$ cat src/rtl/audio_wave_pulsewidth_pkg.sv
// Shared constants and waveform mode encoding for the pulsewidth level generator.
// These take the place of the audio_values.vh defines: widths, the muted level and the wave shape codes.
package audio_wave_pulsewidth_pkg;
   localparam int PERWIDTH_DEF = 20;
   localparam int BITRES_DEF   = 4;
   localparam int PWM_MUTED    = 0;

   typedef enum logic [1:0] {
      WAVE_SAW_UP = 2'd0,
      WAVE_SAW_DN = 2'd1,
      WAVE_TRI    = 2'd2,
      WAVE_SQR    = 2'd3
   } wave_mode_e;

   // Triangle walks T over 2*RES levels per cycle; all other shapes over RES.
   function automatic int wave_step(input wave_mode_e m, input int res);
      return (m == WAVE_TRI) ? 2 * res : res;
   endfunction
endpackage

$ cat src/rtl/audio_wave_pulsewidth_if.sv
// Control inputs and level outputs of the pulsewidth generator.
interface audio_wave_pulsewidth_if
   import audio_wave_pulsewidth_pkg::*;
#(
   parameter int PERWIDTH = PERWIDTH_DEF,
   parameter int BITRES   = BITRES_DEF
);
   logic                mute;
   logic [PERWIDTH-1:0] period;
   wave_mode_e          mode;
   logic [BITRES-1:0]   duty;
   logic [BITRES-1:0]   pulsewidth;
   logic                wrap;

   modport master (output mute, period, mode, duty, input pulsewidth, wrap);
   modport slave  (input mute, period, mode, duty, output pulsewidth, wrap);
endinterface

$ cat src/rtl/audio_frac_stepper.sv
// Phase counter plus error accumulator: t_o = floor(count*step/(p+1)), built up one step per clock.
module audio_frac_stepper #(
   parameter int PERWIDTH = 20,
   parameter int BITRES   = 4
) (
   input  logic                clk,
   input  logic                clear_i,
   input  logic [PERWIDTH-1:0] p_i,
   input  logic [BITRES+1:0]   step_i,
   output logic [BITRES:0]     t_o,
   output logic                phase_start_o
);
   logic [PERWIDTH-1:0] count_q, count_d;
   logic [PERWIDTH:0]   e_q, e_d;
   logic [BITRES:0]     t_q, t_d;
   logic [PERWIDTH+1:0] e_sum, p_plus1;

   assign e_sum   = {1'b0, e_q} + (PERWIDTH+2)'(step_i);
   assign p_plus1 = {2'b00, p_i} + (PERWIDTH+2)'(1);

   // p_i >= step_i - 1 is guaranteed by the clamp upstream, so at most one carry per clock.
   always_comb begin
      count_d = count_q + 1'b1;
      e_d     = (PERWIDTH+1)'(e_sum);
      t_d     = t_q;
      if (count_q == p_i) begin
         count_d = '0;
         e_d     = '0;
         t_d     = '0;
      end else if (e_sum >= p_plus1) begin
         e_d = (PERWIDTH+1)'(e_sum - p_plus1);
         t_d = t_q + 1'b1;
      end
   end

   always_ff @(posedge clk) begin
      if (clear_i) begin
         count_q <= '0;
         e_q     <= '0;
         t_q     <= '0;
      end else begin
         count_q <= count_d;
         e_q     <= e_d;
         t_q     <= t_d;
      end
   end

   assign t_o           = t_q;
   assign phase_start_o = (count_q == '0);
endmodule

$ cat src/rtl/audio_wave_pulsewidth.sv
// Multi-shape pulsewidth level generator: period clamp, phase-start shadow registers,
// shaping and the registered level/wrap outputs around a fractional stepper.
module audio_wave_pulsewidth
   import audio_wave_pulsewidth_pkg::*;
#(
   parameter int PERWIDTH = PERWIDTH_DEF,
   parameter int BITRES   = BITRES_DEF
) (
   input logic                     clk,
   input logic                     resetn,
   audio_wave_pulsewidth_if.slave  bus
);
   localparam int                  RES   = 2 ** BITRES;
   localparam logic [PERWIDTH-1:0] P_MIN = PERWIDTH'(2 * RES - 1);

   logic                active, phase_start, start;
   logic [PERWIDTH-1:0] period_s_q, period_eff, p_eff;
   wave_mode_e          mode_s_q, mode_eff;
   logic [BITRES-1:0]   duty_s_q, duty_eff, level_d, pulsewidth_q;
   logic                wrap_q;
   logic [BITRES:0]     t;
   logic [BITRES+1:0]   step;

   assign active = resetn & ~bus.mute;
   assign start  = active & phase_start;

   // On the phase-start cycle the ports drive everything directly; afterwards the shadows hold.
   assign period_eff = start ? bus.period : period_s_q;
   assign mode_eff   = start ? bus.mode   : mode_s_q;
   assign duty_eff   = start ? bus.duty   : duty_s_q;
   assign p_eff      = (period_eff < P_MIN) ? P_MIN : period_eff;
   assign step       = (BITRES+2)'(wave_step(mode_eff, RES));

   audio_frac_stepper #(.PERWIDTH(PERWIDTH), .BITRES(BITRES)) u_stepper (
      .clk           (clk),
      .clear_i       (~active),
      .p_i           (p_eff),
      .step_i        (step),
      .t_o           (t),
      .phase_start_o (phase_start)
   );

   always_comb begin
      level_d = '0;
      case (mode_eff)
         WAVE_SAW_UP: level_d = t[BITRES-1:0];
         WAVE_SAW_DN: level_d = BITRES'(RES - 1) - t[BITRES-1:0];
         // Second half of the triangle: 2*RES-1-T is the bitwise complement of T's low bits.
         WAVE_TRI:    level_d = t[BITRES] ? ~t[BITRES-1:0] : t[BITRES-1:0];
         WAVE_SQR:    level_d = (t < {1'b0, duty_eff}) ? {BITRES{1'b1}} : '0;
         default:     level_d = '0;
      endcase
   end

   always_ff @(posedge clk) begin
      if (!active) begin
         period_s_q   <= P_MIN;
         mode_s_q     <= WAVE_SAW_UP;
         duty_s_q     <= '0;
         pulsewidth_q <= BITRES'(PWM_MUTED);
         wrap_q       <= 1'b0;
      end else begin
         if (start) begin
            period_s_q <= bus.period;
            mode_s_q   <= bus.mode;
            duty_s_q   <= bus.duty;
         end
         pulsewidth_q <= level_d;
         wrap_q       <= start;
      end
   end

   assign bus.pulsewidth = pulsewidth_q;
   assign bus.wrap       = wrap_q;
endmodule

$ cat src/flat_wrapper.sv
// flat-port wrapper written by rule: the top's interface ports become plain ports
module audio_wave_pulsewidth_flat import audio_wave_pulsewidth_pkg::*;
#(
   parameter int PERWIDTH = PERWIDTH_DEF,
   parameter int BITRES   = BITRES_DEF
)
  (clk, resetn, bus_mute, bus_period, bus_mode, bus_duty, bus_pulsewidth, bus_wrap);
  audio_wave_pulsewidth_if #(.PERWIDTH(PERWIDTH), .BITRES(BITRES)) bus_i ();
  input logic clk;
  input logic resetn;
  input wire logic [$bits(bus_i.mute)-1:0] bus_mute;
  input wire logic [$bits(bus_i.period)-1:0] bus_period;
  input wire logic [$bits(bus_i.mode)-1:0] bus_mode;
  input wire logic [$bits(bus_i.duty)-1:0] bus_duty;
  output wire logic [$bits(bus_i.pulsewidth)-1:0] bus_pulsewidth;
  output wire logic [$bits(bus_i.wrap)-1:0] bus_wrap;
  assign bus_i.mute = bus_mute;
  assign bus_i.period = bus_period;
  assign bus_i.mode = bus_mode;
  assign bus_i.duty = bus_duty;
  assign bus_pulsewidth = bus_i.pulsewidth;
  assign bus_wrap = bus_i.wrap;
  audio_wave_pulsewidth #(.PERWIDTH(PERWIDTH), .BITRES(BITRES)) u_core (.clk(clk), .resetn(resetn), .bus(bus_i));
endmodule
$ cat config.mk
export PLATFORM = sky130hd
export DESIGN_NAME = audio_wave_pulsewidth_flat
export DESIGN_NICKNAME = d
export VERILOG_FILES = /design/src/rtl/audio_wave_pulsewidth_pkg.sv /design/src/rtl/audio_wave_pulsewidth_if.sv /design/src/rtl/audio_frac_stepper.sv /design/src/rtl/audio_wave_pulsewidth.sv /design/src/flat_wrapper.sv
export SDC_FILE = /design/constraint.sdc
export NUM_CORES = 1
export LEC_CHECK = 0
export ABC_AREA = 1
export CORE_MARGIN = 5
export CORE_UTILIZATION = 45
export DETAILED_ROUTE_END_ITERATION = 6
export HOLD_SLACK_MARGIN = 0.12
export PLACE_DENSITY = 0.69
export SLEW_MARGIN = 30
export SYNTH_ARGS = -nofsm -noshare
export SYNTH_HDL_FRONTEND = slang
export SYNTH_HIERARCHICAL = 1
export SYNTH_SLANG_ARGS = --single-unit
$ cat constraint.sdc
create_clock -name clk -period 5.55 [get_ports clk]
set_input_delay 1.11 -clock clk [delete_from_list [all_inputs] [get_ports clk]]
set_output_delay 1.11 -clock clk [all_outputs]
set_load 0.02 [all_outputs]
Word-level counts from Yosys, hierarchy flattened
Cells that the tools add are included.
{"block": "totals", "regBits": 77, "in_bits": 29, "output_inout_bits": 5, "wordCells": 38}
{"block": "op_classes", "addsub": 6, "order_cmp": 3, "eq_ne": 4, "n_mux": 9, "bitwise_logic": 5, "n_reduce_logical": 3}
{"op": "$mux 20", "n": 2}
{"op": "$add 21x6->22", "n": 1}
{"op": "$ge 22x21->1", "n": 1}
{"op": "$add 20x1->21 const B", "n": 1}
{"op": "$mux 21", "n": 1}
{"op": "$sub 21x21->21", "n": 1}
{"op": "$add 20x1->20 const B", "n": 1}
{"op": "$eq 20x20->1", "n": 1}
{"op": "$logic_not 20->1", "n": 1}
{"op": "$lt 20x5->1 const B", "n": 1}
{"op": "$pmux 4 s4", "n": 1}
{"op": "$mux 4", "n": 3}
{"op": "$mux 6", "n": 1}
{"op": "$add 5x1->5 const B", "n": 1}
{"op": "$lt 5x4->1", "n": 1}
{"op": "$eq 2x2->1 const B", "n": 2}
{"op": "$not 4->4", "n": 1}
{"op": "$sub 4x4->4 const A", "n": 1}
{"op": "$and 1x1->1", "n": 2}
{"op": "$eq 2x1->1 const B", "n": 1}
{"op": "$logic_not 2->1", "n": 1}
{"op": "$mux 2", "n": 1}
{"op": "$not 1->1", "n": 2}
{"op": "$reduce_or 2->1", "n": 1}

Logic depth before layout (Yosys ltp)
{"block": "depth", "depth_word": 9, "ltp_mapped": 36, "depth_no_buf": 33}

By module
Netlist, hierarchy kept.
{"module": "audio_frac_stepper", "instances": 1, "cells_each": 783, "area_each_um2": 4824.6, "seq_area_each_um2": 920.9}
{"module": "audio_wave_pulsewidth", "instances": 1, "cells_each": 222, "area_each_um2": 1537.7, "seq_area_each_um2": 620.6}

Least setup slack after synthesis
Ideal clock, no wire load.
{"block": "synth_path", "path_kind": "input-to-reg", "from": "in bus_mute", "to": "reg u_core.u_stepper.e_q[15]", "setup_time_ps": 113, "arrival_ps": 4590, "t_required_ps": 5437, "setup_slack_ps": 847, "cell_stages": 30, "path_buffers": 3, "cell_sequence": "inv_2 nand3_4 buf_6 nand2_1 nand2_1 nor2_1 nand2_1 nor2_1 nand3_2 nand2_1 ha_1 nand3_1 nor3_1 nand3_1 nor2_1 nand3_1 xnor2_1 inv_1 ha_1 nand2_1 nor2_1 nand3_1 nand2_2 nor2_4 nand2_2 nand2_2 buf_6 buf_8 nor2_1 nor2_1"}
{"block": "synth_via", "elab_chain_len": 9, "elab_cells_between_ends": 17, "cone_classes": "add/sub (3); order compare (2); eq/ne (2); mux (5); bitwise (4); reduce/logical (1)"}
{"item": "from (decl)", "line": "flat_wrapper.sv:11", "text": "input wire logic [$bits(bus_i.mute)-1:0] bus_mute;"}
{"item": "$not 1->1 *", "line": "audio_wave_pulsewidth.sv:24", "text": "assign active = resetn & ~bus.mute;"}
{"item": "$and 1x1->1 *", "line": "audio_wave_pulsewidth.sv:24"}
{"item": "$and 1x1->1 *", "line": "audio_wave_pulsewidth.sv:25", "text": "assign start = active & phase_start;"}
{"item": "$mux 20 *"}
{"item": "$lt 20x5->1", "line": "audio_wave_pulsewidth.sv:31", "text": "assign p_eff = (period_eff < P_MIN) ? P_MIN : period_eff;"}
{"item": "$mux 20 *", "line": "audio_wave_pulsewidth.sv:31"}
{"item": "net u_core.p_eff[8]", "line": "audio_wave_pulsewidth.sv:17", "text": "logic [PERWIDTH-1:0] period_s_q, period_eff, p_eff;"}
{"item": "$add 20x1->21", "line": "audio_frac_stepper.sv:19", "text": "assign p_plus1 = {2'b00, p_i} + (PERWIDTH+2)'(1);"}
{"item": "$sub 21x21->21 / $ge 22x21->1 (equally long branches)", "line": "audio_frac_stepper.sv:31, audio_frac_stepper.sv:30"}
{"item": "$mux 21", "line": "audio_frac_stepper.sv:30", "text": "end else if (e_sum >= p_plus1) begin"}
{"item": "to (signal assigned)", "line": "audio_frac_stepper.sv:39", "text": "e_q <= '0;"}
{"item": "to (signal assigned)", "line": "audio_frac_stepper.sv:43", "text": "e_q <= e_d;"}
{"item": "to (decl)", "line": "audio_frac_stepper.sv:14", "text": "logic [PERWIDTH:0] e_q, e_d;"}
The timed path passes the listed nets; every way through them passes the cells marked *.
A chain may end at the register's enable or synchronous reset.

Worst setup path in the final report
{"block": "layout_path", "from": "in bus_mute", "to": "reg u_core.u_stepper.e_q[12]"}
{"block": "layout_via", "elab_chain_len": 9, "elab_cells_between_ends": 17, "cone_classes": "add/sub (3); order compare (2); eq/ne (2); mux (5); bitwise (4); reduce/logical (1)"}
{"item": "$not 1->1 *", "line": "audio_wave_pulsewidth.sv:24"}
{"item": "$and 1x1->1 *", "line": "audio_wave_pulsewidth.sv:24"}
{"item": "$and 1x1->1 *", "line": "audio_wave_pulsewidth.sv:25"}
{"item": "$mux 20 *"}
{"item": "$lt 20x5->1", "line": "audio_wave_pulsewidth.sv:31"}
{"item": "$mux 20 *", "line": "audio_wave_pulsewidth.sv:31"}
{"item": "net u_core.p_eff[18]", "line": "audio_wave_pulsewidth.sv:17"}
{"item": "$add 20x1->21", "line": "audio_frac_stepper.sv:19"}
{"item": "$ge 22x21->1", "line": "audio_frac_stepper.sv:30"}
{"item": "$mux 21", "line": "audio_frac_stepper.sv:30"}
Marks and branches as above.

==> results.md <==
- Run status: finished, final reports clean
- Final Hold Viols: 0
- Layout area overhead: 17.4%
- Post-route ant nets: 0
- Reg2reg path depth: 35
- FF-to-FF setup slack: 0.41 ns
- Synth unique cells: 43
- CP max FO: 12
- Met1 global-route usage: 27.1%
- Hold Startpoint: u_core/u_stepper/count_q[0]$_SDFF_PP0_
- Async S/R FF share, synth: 0%
- Maximum level of the CTS H-tree: 3
- Synth top area cells: dfxtp_1, nand2_1, nor2_1
- Crit path kind: in -> reg
- First-pass GRT wire length: 26.0 mm
- Initial core utilization: 45.8%
- # placed instances: 1,242
- Slew Limit Fails: 0
- Synth Warn #: 6
- RR Startpoint: u_core/u_stepper/count_q[0]$_SDFF_PP0_
- Logic pwr share: 69.6%
- Max Clock Freq: 193 MHz
- Post-DP Area: 7100 um^2
- Drt wl/cell: 12.7 um
- Worst clock skew: 0.00851 ns
- Drt total wl: 15.9 mm
- Top cell type's share of synthesized area: 24.2%
- Worst Hold End: u_core/u_stepper/count_q[0]$_SDFF_PP0_
- Synthesized area per cell: 6.33 um^2
- CP dominant cell by count: nand2_1
- Worst relative slew slack: 56.8%
- Clock root cell: clkbuf_16
- Post-CTS Setup Repair Bufs: 0
- Pwr Total: 4.36 mW
- Power per Cell Area: 584 nW/um^2
- Final setup viols: 0
- Cts bufs inserted: 9
- Vias in the first global route: 5,575
- Non-Filler Instances: 1,258
- Met2 Usage GRT: 30.6%
- NetSw: 2.17 mW
- DRC Markers: 0
- Worst Hold Depth: 1
- Placer Congestion: 0.963
- GRT overflow: 0
- Syn Std Cell Area: 6360 um^2
- Seq cells post-synth: 77
- Core area: 13,900 um^2
- Setup crit end kind: register
- Worst path slowest cell: clkdlybuf4s50_1
- CTS tree: yes
- Die Wd: 129 um
- Post-synth top area cell: dfxtp_1
- Peak VDD IR: 0.347 mV
- Tmin final: 5.19 ns
- Num rows: 43
- Clk pwr share: 14.3%
- First-pass DRT Iterations: 5
- CTS Buffer Depth: 2
- Post-synth EDFFs: 0
- PnR worst setup slack: 0.363 ns
- Initial antenna violation count: 0
- Largest net degree at the start of global routing: 27
- Max_cap viols: 0
- Hold WC Path Type: reg -> reg
- Worst endpoint required time: 5.82 ns
- Critical Path AT: 5.45 ns
- Pint: 2.19 mW
- TritonCTS Sinks: 77
- Antenna Cells: 0
- Post-Layout Inst Area: 7470 um^2
- Vias: 6,159
- R2r endpoint: u_core/u_stepper/e_q[12]$_SDFF_PP0_
- Die Footprint: 16,600 um^2
- Leak: 3.67 nW
- Total track usage: 19.4%
- Register area share after synthesis: 24.2%
- Synthesized instance count: 1,005
- Element type at the critical path start: primary input
- WHS: 0.465 ns
- GR Layer Usage met3: 3.32%
- # IOs: 34
- Sw frac: 49.8%
- Skew-Pair Late Insertion Delay: 0.34 ns
- Worst-Margin Slew: 0.646 ns
- Place WS: 0.0528 ns
- Final-layout fill cell count: 1,403
- Worst path max stage delay: 0.45 ns
- Share of cells above drive strength 1: 10.5%
- Reg clk slew, reported paths: 0.06 ns
- Die H: 129 um
- Port buffer count: 33
- Final nets: 1,139
- Top FF cell, synth: dfxtp_1
- Final period util: 93.5%
- Sequential share of power: 16.1%
- Hpwl dp: 12.9 mm
- Initial DRC count: 313
- Routed vias/inst: 4.90
- Busiest layer in global routing: met2
## sequential cells by signal, indices dropped and copies added (netlist names)
register / flops
u_core/duty_s_q: 4
u_core/bus.pulsewidth: 4
u_core/period_s_q: 20
u_core/mode_s_q: 2
u_core/u_stepper/e_q: 21
u_core/bus.wrap: 1
u_core/u_stepper/t_o: 5
u_core/u_stepper/count_q: 20
## what timing repair did
action	CTS	global route
endpoints found under the setup margin	0	26
gates resized for setup	0	11
hold buffers	0	0
## power by group through the flow
stage / registers, mW / clock network (mW) / logic (mW)
floorplan: 0.699 / 0 / 2.47
finish: 0.703 / 0.622 / 3.04
detailed placement: 0.715 / 0 / 2.97
global placement: 0.714 / 0 / 2.96
global route: 0.714 / 0.662 / 3.44
CTS: 0.703 / 0.635 / 2.98
## critical path: cells and delay by family
| family | cells | cell delay [ns] |
|---|---|---|
| simple gates | 27 | 3.01 |
| xor+xnor | 1 | 0.16 |
| buf+inv | 4 | 0.87 |
| fa+ha+maj | 1 | 0.30 |
## worst max-delay path by stage
stage | start | endpoint | slack [ns] | cells past startpoint
floorplan | bus_mute | u_core/u_stepper/e_q[15]$_SDFF_PP0_ | 0.85 | 30
finish | bus_mute | u_core/u_stepper/e_q[12]$_SDFF_PP0_ | 0.36 | 33
detailed placement | resetn | u_core/u_stepper/e_q[3]$_SDFF_PP0_ | 0.05 | 31
global route | bus_mute | u_core/u_stepper/e_q[12]$_SDFF_PP0_ | -0.008 | 33
CTS | resetn | u_core/u_stepper/e_q[7]$_SDFF_PP0_ | 0.40 | 32
global placement | resetn | u_core/u_stepper/t_o[1]$_SDFFE_PP0P_ | 0.11 | 29
## Yosys cell counts (6+ instances only)
cell type  instances
nand2_1          270
nor2_1           142
inv_1            132
dfxtp_1           77
nand3_1           67
a21oi_1           47
xor2_1            42
ha_1              34
xnor2_1           25
nand4_1           21
nor3_1            19
nand2_2           16
o21ai_0           14
nand3b_1          11
buf_2              8
buf_6              8
o21bai_1           7
nand3_2            6
o21ai_1            6
## per-layer routing
layer / vias up / share of wire (%)
met3: 21 / 5.7
met2: 124 / 45
met5: - / 0
met4: 0 / 2.0
met1: 2693 / 47
li1: 3321 / -
## logic make-up (layout without fill, tap and decap cells)
family / after synthesis / after routing / share of synthesized area, %
compound gates: 87 / 87 / 7.83
simple gates: 576 / 577 / 40.0
buf+inv: 158 / 226 / 10.9
xor+xnor: 67 / 67 / 9.22
other cells: 1 / 5 / 0.0589
flops: 77 / 77 / 24.2
mux: 3 / 3 / 0.472
fa+ha+maj: 36 / 36 / 7.32
## placed cells by master (no fill, tap or decap), types with 4 or more instances in the layout
cell               n
or2_2              5
xnor2_1           25
ha_1              34
nand3_1           66
nand3_2            8
o21ai_1            6
o21ai_0           14
nand3b_1          11
o21bai_1           7
inv_1            132
clkbuf_16          9
nor2_1           139
nor2_4             4
buf_4             39
nand4_1           21
xor2_1            42
nand2_2           17
nor2_2             6
a21oi_1           46
nor3_1            19
clkdlybuf4s50_1   32
dfxtp_1           77
nand2_1          269
conb_1             5
## metrics by stage
stage | setup TNS (ns) | util (%)
2_1_floorplan | 0 | -
3_3_place_gp | 0 | 51.1
3_5_place_dp | 0 | 51.2
4_1_cts | 0 | 53.4
5_1_grt | -0.0183 | 53.8
6_report | 0 | 53.8
## cell type report
class / instances / area (um^2) / share of cell area, %
timing repair buffer: 75 / 677 / 9.06
clock inverter: 4 / 72.6 / 0.972
multi-input combinational: 775 / 4200 / 56.2
clock buffer: 11 / 243 / 3.25
sequential: 77 / 1540 / 20.6
tap: 180 / 225 / 3.02
inverter: 136 / 513 / 6.87
Note: power is estimated with default switching activity, not from simulation.
